==> config.mk <==
export PLATFORM = sky130hd
export DESIGN_NAME = amm_slave_scratchpad
export DESIGN_NICKNAME = d
export VERILOG_FILES = /design/src/rtl/amm_slave_scratchpad.sv
export SDC_FILE = /design/constraint.sdc
export NUM_CORES = 2
export LEC_CHECK = 0
export CORE_ASPECT_RATIO = 1.75
export CORE_MARGIN = 4
export CORE_UTILIZATION = 50
export CTS_CLUSTER_DIAMETER = 120
export DETAILED_ROUTE_END_ITERATION = 7
export PLACE_DENSITY_LB_ADDON = 0.15
export SYNTH_ARGS = -nofsm -noshare
export SYNTH_HDL_FRONTEND = slang
export SYNTH_SLANG_ARGS = --single-unit
==> constraint.sdc <==
create_clock -name clk -period 3.9 [get_ports clk]
set_input_delay 0.78 -clock clk [delete_from_list [all_inputs] [get_ports clk]]
set_output_delay 0.78 -clock clk [all_outputs]
set_load 0.005 [all_outputs]
==> src/rtl/amm_slave_scratchpad.sv <==
// amm_slave_scratchpad: Avalon-MM scratchpad slave with write wait-states, pipelined reads and a monitor port
// Define AMM_SLAVE_PERF_CNT_EN to map read/write counters at DEPTH and DEPTH+1.
module amm_slave_scratchpad #(
  parameter int          ADDR_W       = 8,
  parameter int          DEPTH        = 64,
  parameter int          READ_LATENCY = 2,
  parameter int          WAIT_STATES  = 2,
  parameter logic [31:0] BAD_DATA     = 32'hDEADBEEF
) (
  input  logic              clk,
  input  logic              reset,
  input  logic [ADDR_W-1:0] avs_address,
  input  logic              avs_read,
  input  logic              avs_write,
  input  logic [31:0]       avs_writedata,
  input  logic [3:0]        avs_byteenable,
  output logic              avs_waitrequest,
  output logic [31:0]       avs_readdata,
  output logic              avs_readdatavalid,
  input  logic [ADDR_W-1:0] mon_addr,
  output logic [31:0]       mon_data,
  output logic              err_sticky,
  input  logic              err_clr
);
  localparam int AW = $clog2(DEPTH);
  localparam logic [ADDR_W-1:0] A_RC = ADDR_W'(DEPTH);
  localparam logic [ADDR_W-1:0] A_WC = ADDR_W'(DEPTH + 1);
  logic [31:0] mem [DEPTH];
  logic [2:0] wcnt;
  logic commit, rd_acc, ram_hit, perf_hit, err_set;
  logic [31:0] rd_word, mon_word;
  logic [READ_LATENCY-1:0] pv;
  logic [31:0] pd [READ_LATENCY];
  function automatic logic [31:0] ram_at(input logic [ADDR_W-1:0] a);
    return (a < A_RC) ? mem[a[AW-1:0]] : BAD_DATA;
  endfunction
  assign avs_waitrequest = avs_write && (wcnt != 3'(WAIT_STATES));
  assign commit = avs_write && !avs_waitrequest;
  assign rd_acc = avs_read && !avs_write;
  assign ram_hit = avs_address < A_RC;
`ifdef AMM_SLAVE_PERF_CNT_EN
  logic [31:0] rd_cnt, wr_cnt;
  assign perf_hit = (avs_address == A_RC) || (avs_address == A_WC);
  // the read of rd_cnt counts itself, so it returns the post-increment value
  assign rd_word = (avs_address == A_RC) ? rd_cnt + 32'd1 : (avs_address == A_WC) ? wr_cnt : ram_at(avs_address);
  assign mon_word = (mon_addr == A_RC) ? rd_cnt : (mon_addr == A_WC) ? wr_cnt : ram_at(mon_addr);
  always_ff @(posedge clk) begin
    if (reset) begin
      rd_cnt <= '0;
      wr_cnt <= '0;
    end else begin
      if (rd_acc) rd_cnt <= rd_cnt + 32'd1;
      else if (commit && avs_address == A_RC) rd_cnt <= '0;
      if (commit) wr_cnt <= (avs_address == A_WC) ? '0 : wr_cnt + 32'd1;
    end
  end
`else
  assign perf_hit = 1'b0;
  assign rd_word = ram_at(avs_address);
  assign mon_word = ram_at(mon_addr);
`endif
  assign err_set = (avs_read && avs_write) || ((rd_acc || commit) && !ram_hit && !perf_hit);
  always_ff @(posedge clk) begin
    if (reset) begin
      wcnt <= '0;
      err_sticky <= 1'b0;
      mon_data <= '0;
    end else begin
      wcnt <= avs_waitrequest ? wcnt + 3'd1 : 3'd0;
      err_sticky <= err_set || (err_sticky && !err_clr);
      mon_data <= mon_word;
    end
  end
  always_ff @(posedge clk) begin
    if (!reset && commit && ram_hit)
      for (int b = 0; b < 4; b++)
        if (avs_byteenable[b]) mem[avs_address[AW-1:0]][8*b +: 8] <= avs_writedata[8*b +: 8];
  end
  // data stages only load behind a valid bit, so the last stage holds between pulses
  always_ff @(posedge clk) begin
    if (reset) begin
      pv <= '0;
      for (int i = 0; i < READ_LATENCY; i++) pd[i] <= '0;
    end else begin
      pv[0] <= rd_acc;
      if (rd_acc) pd[0] <= rd_word;
      for (int i = 1; i < READ_LATENCY; i++) begin
        pv[i] <= pv[i-1];
        if (pv[i-1]) pd[i] <= pd[i-1];
      end
    end
  end
  assign avs_readdatavalid = pv[READ_LATENCY-1];
  assign avs_readdata = pd[READ_LATENCY-1];
endmodule

* Word level (Yosys, flattened, before mapping)
Memories as Yosys holds them, arrays and structs flattened. Index checks and enable logic that the tools add are counted. Widths: inputs -> output; s select.
Storage, ports and cells: flip-flop bits (word level) 38, bits in writable memories 2112, word-level logic and storage cells 57, memories 2
Cells by class: add/subtract/negate cells 1, order comparisons 2, eq/ne operators 1, muxes and demuxes 24, bitwise operators 4, reductions and logical operators 18
Memories:
- mem | words 64, bits a word 32, read ports 2, clocked after memory_dff 0, wr ports 1, RTL line 28 | logic [31:0] mem [DEPTH];
- pd | words 2, bits a word 32, read ports 2, clocked after memory_dff 0, wr ports 2, RTL line 33 | logic [31:0] pd [READ_LATENCY];
Operators with widths (number):
- $mux 32 | 4
- $mux 1 | 20
- $lt 8x7->1 const B | 2
- $logic_and 1x1->1 | 8
- $logic_not 1->1 | 5
- $reduce_or 2->1 | 2
- $add 3x1->3 const B | 1
- $logic_or 1x1->1 | 3
- $ne 3x2->1 const B | 1
- $not 1->1 | 2
- $or 1x1->1 | 2

* Logic depth before layout (Yosys ltp)
depth after elaboration 8, gate-level depth with buffers 12, mapped depth without buffers 6

* Worst setup path before layout
No wires, ideal clock.
path type input -> register, start point input port avs_address[3], end point memory mem[19][0] (enable), library setup time 0.370 ns, arrival time 2.574 ns, required time 3.530 ns, setup slack 0.956 ns, cell stages on the path 8, path buffers 4, cell sequence clkbuf_1 -> nor2_1 -> and2_1 -> clkbuf_1 -> clkbuf_1 -> buf_1 -> nand2_1 -> nor2_1
On the way: longest elaborated chain between the ends 4
RTL lines:
- from (decl) | RTL line 12 | input logic [ADDR_W-1:0] avs_address,
- $lt 8x7->1 | RTL line 40 | assign ram_hit = avs_address < A_RC;
- $logic_and 1x1->1 | RTL line 75 | if (!reset && commit && ram_hit)
- $mux 1 | RTL line 75
- $mux 1 (implied by the code) | RTL line 77 | if (avs_byteenable[b]) mem[avs_address[AW-1:0]][8*b +: 8] <= avs_writedata[8*b +: 8];
- to (decl) | RTL line 28
Parallel ways exist; a longest one is shown, timed or not.

==> flow_summary_export.csv <==
group,metric,value,unit
worst_setup_path,critical_path_class,"in2reg",
yosys,yosys.area.top_type,"edfxtp_1",
timing,final_hold_viol_count,0,
worst_setup_path,critical-path-top-delay-family,"compound AO/OA/AOI/OAI gates",
run,drv_cap,1,
worst_setup_path,crit_path_max_fanout,52,
worst_setup_path,path_cells,"buf_8, buf_12, nor3b_2, buf_4, a22o_1, nor3_1, o21ai_0, a2111oi_0, a41oi_1",
global_routing,grt.total_usage,39.9,%
global_routing,grt_pass1_vias,65900,
die,dieWidth,344,um
timing,relSlewSlack,-7.40,%
clock_network,cts_hold_buf,0,
die,initial_core_util,50.4,%
clock_network,cts_htree_levels,4,
worst_setup_path,slowest_delay,1.32,ns
power,pwr_density_cell,437,nW/um2
clock_network,post_cts_buffers,0,
worst_setup_path,critPathBufInv,3,
power,leakagePower,37.0,nW
die,dieArea,205000,um2
yosys,synth_cell_types,66,
routing,route.detailed.drc,1,
global_routing,grt_antenna_before_repair,44,
worst_hold_path,hold_class,"in2reg",
die,die_y,596,um
routing,drt-total-wl,412000,um
power,vdd_drop_max,0.000332,V
layout,layout_commonest_cell,"edfxtp_1",
clock_network,postCtsResizedCells,0,
yosys,ys_warn_count,0,
worst_setup_path,required,4.47,ns
clock_network,cts_sinks,2150,
worst_setup_path,cp.depth,9,
worst_setup_path,critPathLaunchType,"input port",
yosys,synth.avg_cell_area,17.4,um2
status,status,"finished, violations left",
die,io_pins,124,
yosys,ys_seq_elements,2150,
clock_network,cts_root_buffer,"clkbuf_16",
timing,fin_crit,4.07,ns
global_routing,gr-usage-met2,59.5,%
timing,drv_slew,2,
global_routing,use_met3,11.9,%
status,violations,"design-rule violations, max-capacitance violations, max-slew violations, negative setup slack",
routing,dr.pass1.iters,8,
yosys,seq_area_frac_synth,64.9,%
routing,antenna_left,0,
layout,area_growth,15.5,%
clock_network,numCtsBuffers,198,
timing,fin_ws,-0.172,ns
timing,setup_viol,1,
timing,holdWs,0.266,ns
global_routing,grt_pass1_wl,555000,um
global_routing,grt_max_degree,79,
placed_design,routabilityCongestion,1.02,
worst_setup_path,arrival,4.64,ns
yosys,synth_top_area_share,64.1,%
yosys,async_reset_ff_share,0,%
power,finalPower,0.0500,W
routing,drt_iter0_drc,11600,
routing,num_vias,67100,
clock_network,cts_tree,"done",
yosys,ys.flop_type,"edfxtp_1",
yosys,synth.cell_area,98900,um2
timing,finalClockSkew,0.0290,ns
yosys,synthTopCellsByArea,"edfxtp_1 64%, mux4_2 18%, mux2i_1 2.8%",
placed_design,dpl.hpwl,285000,um
timing,rsz0062_at_grt,"no",
global_routing,grt_overflow_total,0,
worst_setup_path,r2r_cells,6,
clock_network,clockBufferDepth,4,
global_routing,busiest_layer,"met2",
die,coreArea,196000,um2
clock_network,cts.clk_slew.worst_paths,0.07,ns
layout,drive_above_1_share,31.4,%
routing,avgViaCountPerCell,7.43,
routing,drt-wirelength-per-cell,45.6,um
worst_hold_path,hold_depth,1,
timing,max_slew.worst_pin.slew,1.57,ns
worst_setup_path,slowest_stage,"a2111oi_0",
die,num_rows,215,
clock_network,clkLatencyLatePin,0.87,ns
worst_setup_path,crit_path_end_kind,"register",
placed_design,io_buffers,123,
yosys,synth_edf_count,2112,
layout,nets,6307,
timing,maxClockFrequency,0.246,GHz
layout,final_cell_mix,"2112 x edfxtp_1, 771 x mux4_2, 663 x buf_4, 484 x nor2_1, 277 x mux2i_1",
yosys,synth_nets,5739,
yosys,syn_inst,5680,
timing,min_period_over_period,104,%
global_routing,met1_usage,47.8,%
routing by layer:
metal | part of all wire (%) | wire (um)
met1 | 32 | 131000
met2 | 45 | 183000
met3 | 13 | 53200
met5 | 0.032 | 132
met4 | 11 | 44200
kinds of logic after synthesis:
logic type | after synthesis | share of synthesized area, %
compound gates | 983 | 7.14
fa+ha+maj | 2 | 0.0253
buf+inv | 519 | 2.52
flops | 2150 | 64.9
mux | 1166 | 21.7
simple gates | 860 | 3.72
registers in the layout, indices dropped and copies added (netlist names):
register    count
err_sticky      1
pv              2
mem          2048
mon_data       32
wcnt            3
pd             64
cells in the mapped netlist, types with 19 or more instances:
cell       count
buf_1         43
o2bb2ai_1     19
buf_2        191
nand3_1       39
dfxtp_1       38
nor2_1       494
a221oi_1     199
nor4_1        28
a22o_1        37
nor2b_1       39
mux2i_1      277
o221ai_1      44
mux4_2       771
a221o_1       27
mux2_2       118
clkbuf_1     207
a21oi_1      126
a22oi_1      137
nand2_1      180
o22ai_1      134
edfxtp_1    2112
o21ai_0      117
a31oi_1       55
buf_4         61
final timing paths:
kind	startpoint	end	slack [ns]
worst max-delay path	avs_address[1]	pd[0][27]	-0.17
worst max register to register	mem[15][27]	pd[0][27]	0.58
worst min-delay path	avs_writedata[15]	mem[3][15]	0.27
worst min register to register	wcnt[0]	wcnt[0]	0.45
metrics by stage:
stage / setup TNS (ns) / utilization, % / cells / instance area, um2 / worst slack [ns]
after global routing: 0 / 58.1 / 9000 / 114000 / 0.158
after CTS: 0 / 58.1 / 8999 / 114000 / 0.153
final: -0.172 / 58.2 / 9028 / 114000 / -0.172
after detailed placement: -0.743 / 54.9 / 8652 / 108000 / -0.743
after floorplan: 0 / - / 5680 / 98900 / 0.956
after global placement: -0.680 / 54.9 / 8652 / 108000 / -0.680
power breakdown:
| group | switching (W) | total, W | internal [W] |
|---|---|---|---|
| clock | 0.00878 | 0.0197 | 0.0109 |
| sequential | 0.0000706 | 0.0255 | 0.0254 |
| combinational | 0.00302 | 0.00476 | 0.00174 |
cell type report:
cell class	instances	area (um2)
timing repair buffer	880	7960
clock inverter	97	1040
sequential	2150	64200
multi-input combinational	3011	32400
fill	14900	82100
clock buffer	250	5260
antenna	29	72.6
tap	2604	3260
inverter	7	46.3
Power figures use the tool's default switching activity.
